`src/rtl/arithmetic_pkg.sv`:
```
// Shared arithmetic definitions: FSM state encoding and counter sizing for the bit-serial datapaths.
package arithmetic_pkg;

  localparam int unsigned N_DEF = 8;
  localparam int unsigned CNT_W = $clog2(N_DEF);

  typedef enum logic [1:0] {
    ST_IDLE = 2'd0,
    ST_RUN  = 2'd1,
    ST_DONE = 2'd2
  } state_t;

  // Bit counter width for an N-bit serial operation; never narrower than one bit.
  function automatic int unsigned cnt_width(input int unsigned n);
    return (n < 2) ? 1 : $clog2(n);
  endfunction

endpackage

```
`src/rtl/full_add_cell.sv`:
```
// Combinational 1-bit full adder cell used by the bit-serial datapath.
module full_add_cell (
  input  logic A,
  input  logic B,
  input  logic CI,
  output logic S,
  output logic CO
);

  assign S  = A ^ B ^ CI;
  assign CO = (A & B) | (CI & (A ^ B));

endmodule

```
`src/rtl/serial_adder.sv`:
```
// Bit-serial N-bit adder: SUM = A + B + CIN, LSB first, one bit per clock through a single full-add cell.
module serial_adder
  import arithmetic_pkg::*;
#(
  parameter int unsigned N = 8
) (
  input  logic         CLK,
  input  logic         RST_N,
  input  logic         START,
  input  logic [N-1:0] A,
  input  logic [N-1:0] B,
  input  logic         CIN,
  output logic         BUSY,
  output logic         DONE,
  output logic [N-1:0] SUM,
  output logic         COUT
);

  localparam int unsigned CW = cnt_width(N);

  state_t         state_q, state_d;
  logic [N-1:0]   a_q, a_d, b_q, b_d, sum_q, sum_d;
  logic           c_q, c_d, cout_q, cout_d;
  logic           busy_q, busy_d, done_q, done_d;
  logic [CW-1:0]  cnt_q, cnt_d;
  logic           s_c, co_c;

  full_add_cell u_fa (
    .A  (a_q[0]),
    .B  (b_q[0]),
    .CI (c_q),
    .S  (s_c),
    .CO (co_c)
  );

  always_ff @(posedge CLK or negedge RST_N) begin
    if (!RST_N) begin
      state_q <= ST_IDLE;
      a_q     <= '0;
      b_q     <= '0;
      sum_q   <= '0;
      c_q     <= 1'b0;
      cout_q  <= 1'b0;
      busy_q  <= 1'b0;
      done_q  <= 1'b0;
      cnt_q   <= '0;
    end else begin
      state_q <= state_d;
      a_q     <= a_d;
      b_q     <= b_d;
      sum_q   <= sum_d;
      c_q     <= c_d;
      cout_q  <= cout_d;
      busy_q  <= busy_d;
      done_q  <= done_d;
      cnt_q   <= cnt_d;
    end
  end

  // Next-state: capture on START in IDLE, one full-add step per RUN cycle, single DONE cycle.
  always_comb begin
    state_d = state_q;
    a_d     = a_q;
    b_d     = b_q;
    sum_d   = sum_q;
    c_d     = c_q;
    cout_d  = cout_q;
    busy_d  = busy_q;
    done_d  = 1'b0;
    cnt_d   = cnt_q;

    unique case (state_q)
      ST_IDLE: begin
        if (START) begin
          a_d     = A;
          b_d     = B;
          c_d     = CIN;
          cnt_d   = '0;
          busy_d  = 1'b1;
          state_d = ST_RUN;
        end
      end
      ST_RUN: begin
        sum_d = {s_c, sum_q[N-1:1]};
        a_d   = a_q >> 1;
        b_d   = b_q >> 1;
        c_d   = co_c;
        cnt_d = CW'(cnt_q + 1'b1);
        if (cnt_q == CW'(N - 1)) begin
          cout_d  = co_c;
          busy_d  = 1'b0;
          done_d  = 1'b1;
          state_d = ST_DONE;
        end
      end
      ST_DONE: begin
        state_d = ST_IDLE;
      end
      default: begin
        state_d = ST_IDLE;
        busy_d  = 1'b0;
      end
    endcase
  end

  assign BUSY = busy_q;
  assign DONE = done_q;
  assign SUM  = sum_q;
  assign COUT = cout_q;

endmodule

```
`config.mk`:
```
export PLATFORM = sky130hd
export DESIGN_NAME = serial_adder
export DESIGN_NICKNAME = d
export VERILOG_FILES = /design/src/rtl/arithmetic_pkg.sv /design/src/rtl/full_add_cell.sv /design/src/rtl/serial_adder.sv
export SDC_FILE = /design/constraint.sdc
export NUM_CORES = 1
export LEC_CHECK = 0
export CELL_PAD_IN_SITES_DETAIL_PLACEMENT = 1
export CELL_PAD_IN_SITES_GLOBAL_PLACEMENT = 1
export CORE_ASPECT_RATIO = 1.25
export CORE_MARGIN = 4
export CORE_UTILIZATION = 35
export DETAILED_ROUTE_END_ITERATION = 10
export PLACE_DENSITY = 0.77
export SLEW_MARGIN = 10
export SYNTH_ARGS = -nofsm -noshare
export SYNTH_HDL_FRONTEND = slang
export SYNTH_SLANG_ARGS = --single-unit
```
`constraint.sdc`:
```
create_clock -name CLK -period 1.2 [get_ports CLK]
set_input_delay 0.24 -clock CLK [delete_from_list [all_inputs] [get_ports CLK]]
set_output_delay 0.24 -clock CLK [all_outputs]
set_load 0.02 [all_outputs]
```
# Yosys cells after proc, flatten, opt, wreduce, memory -nomap -nowiden
# Cells that the tools add are included.
# Widths: inputs -> output; s select.
[op_classes]
add_sub_neg = 1
n_bitwise = 6
eq_ne = 5
mux = 16
reduce_logical = 6
[ops]
columns = ["cell", "count"]
rows = [
  ["$pmux 8 s2", 2],
  ["$mux 8", 2],
  ["$pmux 3 s2", 1],
  ["$reduce_and 2->1", 3],
  ["$mux 1", 5],
  ["$mux 2", 2],
  ["$ne 2x2->1 const B", 2],
  ["$pmux 2 s2", 1],
  ["$add 3x1->3 const B", 1],
  ["$eq 3x3->1 const B", 1],
  ["$mux 3", 1],
  ["$pmux 1 s3", 1],
  ["$reduce_and 3->1", 1],
  ["$and 1x1->1", 2],
  ["$eq 2x1->1 const B", 1],
  ["$eq 2x2->1 const B", 1],
  ["$logic_not 2->1", 1],
  ["$pmux 1 s2", 1],
  ["$reduce_bool 2->1", 1],
  ["$xor 1x1->1", 2],
  ["$not 1->1", 1],
  ["$or 1x1->1", 1],
]
[word_totals]
ff_bits = 33

# Longest topological paths before layout
# Gate-level depths: netlist of the first run.
[logic_depth]
depth_word = 4
depth_mapped = 6

# Cells and area by module
# Synthesis of the first run repeated with hierarchy kept, for this count alone.
[unflattened]
hier_cells = 120
hier_area_um2 = 1446.4
[by_module_without_submodules]
columns = ["module", "area_each_um2", "n_inst", "seq_area_each_um2", "cells_per_inst"]
rows = [
  ["serial_adder", 1426.4, 1, 825.8, 119],
  ["full_add_cell", 20.0, 1, 0.0, 1],
]

# Worst setup path before layout of the first run
# Ideal clock, no wire load.
[synth_path]
path_kind = "register to register"
startpoint = "register cnt_q[0]"
endpoint = "register cout_q (netlist: COUT)"
period_less_slack_ns = 1.301
setup_slack_ns = -0.101
setup_ns = 0.125
required_time_ns = 1.075
path_stages_with_launch = 5
path_buffers = 0
arrival_ns = 1.176
cell_sequence = "dfrtp_1 ha_1 ha_1 and2_4 mux2_4"
[synth_via]
elab_chain_cells = 2
[synth_rtl]
columns = ["element", "line", "source"]
rows = [
  ["from (decl)", "serial_adder.sv:25", "logic [CW-1:0] cnt_q, cnt_d;"],
  ["from (signal assigned)", "serial_adder.sv:56", "cnt_q <= cnt_d;"],
  ["$eq 3x3->1", "serial_adder.sv:89", "if (cnt_q == CW'(N - 1)) begin"],
  ["$reduce_and 2->1 (no line)", "n/a", ""],
  ["to (signal assigned)", "serial_adder.sv:53", "cout_q <= cout_d;"],
  ["to (decl)", "serial_adder.sv:23", "logic c_q, c_d, cout_q, cout_d;"],
]
# No other way between the ends.
# A chain may end at the register's enable or synchronous reset.

# Worst setup path after layout of the first run
# Same ends and word-level chain as after synthesis.

==> results.md, run 1 <==
- Status: finished, violations left
- Failing checks: setup timing
- Clock power share: roughly 14%
- Starting Density: 37.00%
- Unrepaired setup endpoints after global routing: yes
- Yosys top cell area share: a little over half
- Ant. Diodes: 0
- Slew Limit Fails: 0
- CTS H-tree depth: 2
- Worst setup startpoint: cnt_q[0]$_DFFE_PN0P_
- Final wirelength: 4678 um
- Initial antenna violation count: 0
- Die Area: between 0.005 and 0.006 mm^2
- Area grow syn2layout: 50.93%
- Reg2Reg Launch Point: cnt_q[0]$_DFFE_PN0P_
- Min Hold Slack: 0.3191 ns
- WS Path Type: reg -> reg
- Fin. Hold Viols: 0
- Io pins: 31
- Max Cap Viol: 0
- Row count: 26
- Synth Flop Type: dfrtp_1
- Clock Tree Root: clkbuf_8
- PD cells: 2453 mW/mm^2
- Static leakage: 1.052 nW
- Syn Nets: ~160
- Vias in the first global route: ~1400
- Synthesized cell area: roughly 0.0016 mm^2
- CORE AREA: 0.004197 mm^2
- Hold-fix buffers, CTS: 0
- Critical path required time: 1.37 ns
- Overflow after GRT: 0
- Combinational Power Share: 52.0%
- Startpoint Class: flop
- Iteration-0 DRC Markers: 22
- Final nets: 226
- HPWL Detailed: 2782 um
- Avg Cell Area, Syn: around 11 um^2
- Worst-path clk slew: 0.07 ns
- Worst r2r dst: COUT$_DFFE_PN0P_
- Most frequent cell after synthesis: dfrtp_1
- Crit. End Element: flop
- CTS Sinks: 33
- Reg2Reg Depth: 4
- Synth top cells by count: dfrtp_1, nand2_1, nor2_1, nand3b_1
- Slew HR: 78.37%
- Clock period minus worst slack: 1.296 ns
- Number of port buffers: 30
- RePlAce Congestion: 0.7808
- Fillers: 458
- Post-route ant nets: 0
- First-pass GRT wire length: around 6600 um
- Async S/R FF share, synth: 100.0%
- Crit path to: COUT$_DFFE_PN0P_
- HP Class: in -> async
- First-pass detailed-route iteration total: 6
- CTS tree: done
- Switching share of power: 37.81%
- Total GRT Usage: 16.40%
- Fmax: 771.6 MHz
- DR vias/cell: around 5.2
- Worst setup margin: -0.09604 ns
- Clk buf depth: 2
- Synth area leader: dfrtp_1
- Routed vias: about 1300
- Post-synth EDFFs: 0
- VDD IR max: 0.8678 mV
- Setup-failing EPs final: 10
- Largest net degree at the start of global routing: 34
- CP Data Arrival Time: 1.46 ns
- Yosys cell types: 28
- Latest clock arrival within the worst-skew pair: slightly below 0.3 ns
- Die X: between 60 and 70 um
- Pint: 3.575 mW
- Largest cells by area after synthesis: dfrtp_1, nand2_1, a211oi_2
- Wire per inst: 17.99 um
- Least-Margin Pin Slew: 0.3239 ns
- Sequential share of power: 34.2%
- Psw: 2.173 mW
- Share of post-route cells with drive strength above 1: a little under half
- Reg2reg setup slack: -0.1 ns
- Die Y: 82.47 um
- Yosys reg bits: 33
- CTS buffer count: 5
- # DRC: 0
- Yosys warns: 0
- Sequential-to-total area share from yosys stat: 53.18%
- Cell count after synthesis: 140
- Post-Route Skew: 0.005573 ns
- Fin crit share: 108.0%
- PnR Total Power: approximately 5.7 mW
- Critical path fanouts, max: 2
-- cells by family after synthesis --
| group | after synthesis | synth area share [%] |
|---|---|---|
| mux | 1 | 0.9667 |
| compound gates | 27 | 16.92 |
| simple gates | 65 | 20.15 |
| fa+ha+maj | 3 | 2.901 |
| buf+inv | 11 | 5.882 |
| flops | 33 | 53.18 |
-- worst min-delay path by stage --
stage          cells after the start          startpoint              endpoint
5_1_grt                            2               RST_N  cnt_q[1]$_DFFE_PN0P_
4_1_cts                            2               RST_N  cnt_q[1]$_DFFE_PN0P_
3_3_place_gp                       2  SUM[0]$_DFFE_PN0P_    SUM[0]$_DFFE_PN0P_
2_1_floorplan                      0               RST_N      BUSY$_DFFE_PN0P_
3_5_place_dp                       2  SUM[0]$_DFFE_PN0P_    SUM[0]$_DFFE_PN0P_
6_report                           2               RST_N      BUSY$_DFFE_PN0P_
-- area by class of cell --
| type | count | area, um^2 | area share, % |
|---|---|---|---|
| sequential | 33 | 828.3 | 35.34 |
| multi-input combinational | 98 | 788.3 | 33.64 |
| timing repair buffer | 64 | 573.1 | 24.45 |
| clock buffer | 8 | 80.08 | 3.417 |
| tap | 56 | 70.07 | 2.990 |
| inverter | 1 | 3.754 | 0.1602 |
-- flip-flops by register name (all words and copies together) (netlist names) --
register	flops
BUSY	1
state_q	2
a_q	8
COUT	1
DONE	1
b_q	8
cnt_q	3
c_q	1
SUM	8
-- power by group through the flow --
stage                     registers [mW]  logic (mW)  clock network (mW)
final                               1.97        2.99               0.794
after global routing                2.03        3.25               0.882
after CTS                           1.98        2.67               0.814
after detailed placement            1.97        2.53                   0
after global placement              1.93        2.40                   0
after floorplan                     2.06        1.45                   0
-- critical path, cell delays in order (launching register included) --
cell and delay [ns]:
dfrtp_1 0.40, ha_2 0.20, ha_4 0.16, and2_4 0.14
mux2_4 0.29
-- per-stage QoR --
step	utilization (%)	setup TNS, ns	instances	worst slack [ns]	instance area [um^2]
after global placement	48.39	-4.380	238	-0.1980	2031
after detailed placement	48.39	-5.092	238	-0.2777	2031
after CTS	52.86	-0.1340	250	-0.09610	2218
final	55.84	-0.2992	260	-0.09604	2344
after global routing	55.84	-0.9966	260	-0.1267	2344
after floorplan	-	-0.03805	140	-0.03805	1570
-- layout by cell type, fill, tap and decap left out, types with 2 or more instances in the layout --
master,count
nand2_1,23
buf_6,5
buf_12,2
nand2b_4,4
clkbuf_8,5
nor3_4,2
buf_2,4
nand2_2,4
dfrtp_1,31
nor2_1,14
o221a_2,5
buf_4,26
clkdlybuf4s15_2,3
clkdlybuf4s50_1,18
a211oi_2,7
a22o_1,2
o221a_1,3
clkbuf_2,4
o21ba_4,2
dfrtp_2,2
nand3b_1,8
o21ai_1,2
clkbuf_1,3
o21ai_0,3
nor3_2,5
-- repair_timing --
action / CTS / global route
gates cloned: 0 / 2
setup endpoints to repair: 38 / 36
setup buffers: 4 / 9
gates resized for setup: 47 / 30
pin swaps: 4 / 4
-- routing by layer --
metal	track usage (%)	part of all wire (%)
met4	6.288	1.3
met3	4.601	4.7
met1	17.20	38
met2	30.38	56
met5	0	0
No activity file was read; power rests on OpenSTA's default activity.
==> run 2: changes to the inputs <==
--- a/config.mk
+++ b/config.mk
@@ -5,13 +5,13 @@
 export SDC_FILE = /design/constraint.sdc
 export NUM_CORES = 1
 export LEC_CHECK = 0
+export ABC_AREA = 1
 export CELL_PAD_IN_SITES_DETAIL_PLACEMENT = 1
 export CELL_PAD_IN_SITES_GLOBAL_PLACEMENT = 1
-export CORE_ASPECT_RATIO = 1.25
 export CORE_MARGIN = 4
-export CORE_UTILIZATION = 35
+export CORE_UTILIZATION = 34
 export DETAILED_ROUTE_END_ITERATION = 10
-export PLACE_DENSITY = 0.77
+export PLACE_DENSITY = 0.79
 export SLEW_MARGIN = 10
 export SYNTH_ARGS = -nofsm -noshare
 export SYNTH_HDL_FRONTEND = slang
==> constraint.sdc (replaced) <==
create_clock -name CLK -period 1.2 [get_ports CLK]
set_input_delay 0.3 -clock CLK [delete_from_list [all_inputs] [get_ports CLK]]
set_output_delay 0.3 -clock CLK [all_outputs]
set_load 0.02 [all_outputs]
==> run 2 against run 1 <==
  * The flow now finishes without violations
  * Global-route usage shrank 1.6 points
  * Die area increased by 7.4%
  * Worst setup slack gained 0.11 ns
  * Largest cell class unchanged
==> results.md, run 2 <==
- Max Cap Viol: 0 (unchanged)
- Synth top cells by count: nand2_1, nand3_1, inv_1, dfrtp_1, o21ai_0 (was dfrtp_1, nand2_1, nor2_1, nand3b_1)
- Yosys reg bits: 33 (unchanged)
- Most common cell after layout, fill and taps aside: nand2_1 (was dfrtp_1)
- Die Y: 77.38 um (was 82.47 um)
- CTS H-tree depth: 2 (unchanged)
- Vias in the first global route: 1503 (was 1396)
- Routed vias: 1454 (was 1339)
- Critical path required time: 1.39 ns (was 1.37 ns)
- HP Class: in -> async (unchanged)
- Setup-failing EPs final: 0 (was 10)
- Clk buf depth: 2 (unchanged)
- Post-Route Skew: 0.006847 ns (was 0.005573 ns)
- Async S/R FF share, synth: 100.0% (unchanged)
- Syn Nets: 225 (was 163)
- Area grow syn2layout: 32.57% (was 50.93%)
- Yosys cell types: 18 (was 28)
- Hold-fix buffers, CTS: 0 (unchanged)
- Wire per inst: 13.44 um (was 17.99 um)
- Latest clock arrival within the worst-skew pair: 0.29 ns (about the same)
- CTS buffer count: 5 (unchanged)
- Fmax: 846.0 MHz (was 771.6 MHz)
- Die Area: 0.005988 mm^2 (was 0.005573 mm^2)
- Synthesized cell area: 0.001637 mm^2 (was 0.001553 mm^2)
- Final nets: 273 (was 226)
- Ant. Diodes: 0 (unchanged)
- Reg2reg setup slack: 0.02 ns (was -0.1 ns)
- First-pass GRT wire length: 7031 um (was 6637 um)
- Io pins: 31 (unchanged)
- Slew HR: 85.45% (was 78.37%)
- Status: completed (was finished, violations left)
- Crit. End Element: flop (unchanged)
- Final wirelength: 4071 um (was 4678 um)
- Fin. Hold Viols: 0 (unchanged)
- CORE AREA: 0.004504 mm^2 (was 0.004197 mm^2)
- Startpoint Class: flop (unchanged)
- CP cell instances: fa_2, inv_2, nand3_2, nand3_2, nand2_2 (was ha_2, ha_4, and2_4, mux2_4)
- Clock power share: 14.9% (was 13.8%)
- Sequential share of power: 34.6% (was 34.2%)
- Initial antenna violation count: 0 (unchanged)
- WS Path Type: reg -> reg (unchanged)
- Starting Density: 36.33% (was 37.00%)
- CTS Sinks: 33 (unchanged)
- PD cells: 2583 mW/mm^2 (was 2453 mW/mm^2)
- Sequential-to-total area share from yosys stat: 50.46% (was 53.18%)
- VDD IR max: 1.033 mV (was 0.8678 mV)
- Most frequent cell after synthesis: nand2_1 (was dfrtp_1)
- Clock period minus worst slack: 1.182 ns (was 1.296 ns)
- RePlAce Congestion: 0.7238 (was 0.7808)
- Unrepaired setup endpoints after global routing: yes (unchanged)
- HPWL Detailed: 2986 um (was 2782 um)
- Post-synth EDFFs: 0 (unchanged)
- Slew Limit Fails: 0 (unchanged)
- WP buf/inv: 1 (was 0)
- DR vias/cell: 4.799 (was 5.150)
- Yosys warns: 0 (unchanged)
- Switching share of power: 41.59% (was 37.81%)
- Share of post-route cells with drive strength above 1: 21.91% (was 45.10%)
- Worst setup margin: 0.01797 ns (was -0.09604 ns)
- Least-Margin Pin Slew: 0.2182 ns (was 0.3239 ns)
- Fin crit share: 98.50% (was 108.0%)
- Synth area leader: dfrtp_1 (unchanged)
- Combinational Power Share: 50.5% (was 52.0%)
- Worst-path clk slew: 0.08 ns (was 0.07 ns)
- Reg2Reg Launch Point: a_q[0]$_DFFE_PN0P_ (was cnt_q[0]$_DFFE_PN0P_)
- CP max stage cell: fa_2 (was dfrtp_1)
- Largest net degree at the start of global routing: 34 (unchanged)
- Total GRT Usage: 14.79% (was 16.40%)
- Avg Cell Area, Syn: 8.102 um^2 (was 11.09 um^2)
- Critical path fanouts, max: 2 (unchanged)
- CP dominant cell by count: nand3_2
- Pre-CTS WS: -0.1667 ns (was -0.2777 ns)
- Synth Flop Type: dfrtp_1 (unchanged)
- Cell count after synthesis: 202 (was 140)
- Die X: 77.38 um (was 67.58 um)
- Static leakage: 1.168 nW (was 1.052 nW)
- Overflow after GRT: 0 (unchanged)
- Row count: 24 (was 26)
- Largest cells by area after synthesis: dfrtp_1, nand3_1, nand2_1 (was dfrtp_1, nand2_1, a211oi_2)
- Number of port buffers: 30 (unchanged)
- First-pass detailed-route iteration total: 4 (was 6)
- Most frequent cells in the layout: nand2_1, nand3_1, dfrtp_1, inv_1 (was dfrtp_1, buf_4, nand2_1, clkdlybuf4s50_1, nor2_1)
- Slowest cell delay on critical path: 0.42 ns (was 0.40 ns)
- Iteration-0 DRC Markers: 37 (was 22)
- Delay-heaviest family, CP: adder cells (was flip-flops)
- # DRC: 0 (unchanged)
- CP Data Arrival Time: 1.37 ns (was 1.46 ns)
- Clock Tree Root: clkbuf_8 (unchanged)
- CTS tree: done (unchanged)
- Worst setup startpoint: a_q[0]$_DFFE_PN0P_ (was cnt_q[0]$_DFFE_PN0P_)
- Yosys top cell area share: 50.46% (was 53.18%)
- Post-route ant nets: 0 (unchanged)
- Dpl cell area: 0.002087 mm^2 (was 0.002031 mm^2)
- Psw: 2.330 mW (was 2.173 mW)
- Final instance area: 0.002170 mm^2 (was 0.002344 mm^2)
- Pint: 3.273 mW (was 3.575 mW)
-- run 2: kinds of logic (layout without fill, tap and decap cells) --
logic type                 count (synthesis)  count (layout)  synth area share, %
DFF                                       33              33                50.46
and+or+nand+nor                          107             107                29.66
AOI/OAI and AO/OA                         12              12                3.975
adders and majority gates                  3               3                2.752
buffers and inverters                     47              96                13.15
-- run 2: power groups by stage --
stage	clock, mW	sequential (mW)	combinational, mW
3_5_place_dp	0	1.95	2.85
2_1_floorplan	0	2.07	1.60
4_1_cts	0.858	1.94	2.74
3_3_place_gp	0	1.92	2.72
6_report	0.835	1.94	2.83
5_1_grt	0.923	2.00	3.22
-- run 2: worst register-to-register path: stages, from the launching register on --
cell,delay (ns)
dfrtp_1,0.41
fa_2,0.42
inv_2,0.06
nand3_2,0.07
nand3_2,0.08
nand2_2,0.05
-- run 2: layout make-up --
class | instances | area [um^2]
Timing Repair Buffer | 52 | 430.4
Tap cell | 52 | 65.06
Clock buffer | 5 | 68.82
Inverter | 36 | 137.6
Sequential cell | 33 | 825.8
Fill cell | 565 | 2335
Multi-Input combinational cell | 122 | 624.3
Clock inverter | 3 | 17.52
-- run 2: metrics by stage --
step	std cells	power, mW	util (%)	hold WS, ns	TNS [ns]
after floorplan	202	3.664	-	0.004409	0
after global placement	293	4.639	46.33	0.4729	-2.481
after detailed placement	293	4.803	46.33	0.4956	-3.589
after CTS	301	5.532	47.14	0.3822	0
after global routing	303	6.144	48.17	0.3758	-0.08432
final	303	5.603	48.17	0.3738	0
-- run 2: final timing paths --
check	endpoint	cells after the start
min reg2reg	BUSY$_DFFE_PN0P_	2
max reg2reg	c_q$_DFFE_PN0P_	5
min in group CLK	BUSY$_DFFE_PN0P_	2
min	SUM[3]$_DFFE_PN0P_	2
max in group asynchronous	a_q[3]$_DFFE_PN0P_	2
max	c_q$_DFFE_PN0P_	5
-- run 2: layer usage --
| metal | up-vias | wire length, um | GRT usage, % |
|---|---|---|---|
| met1 | 690 | 1771 | 18.45 |
| met3 | 8 | 216 | 3.241 |
| met4 | 0 | 61 | 4.804 |
| met5 | - | 0 | 0 |
| li1 | 719 | - | - |
| met2 | 37 | 2021 | 25.47 |
-- run 2: what timing repair did --
item / in CTS / in global routing
pin swaps: 0 / 4
endpoints found under the setup margin: 13 / 7
setup buffers: 0 / 2
resized for setup: 47 / 8
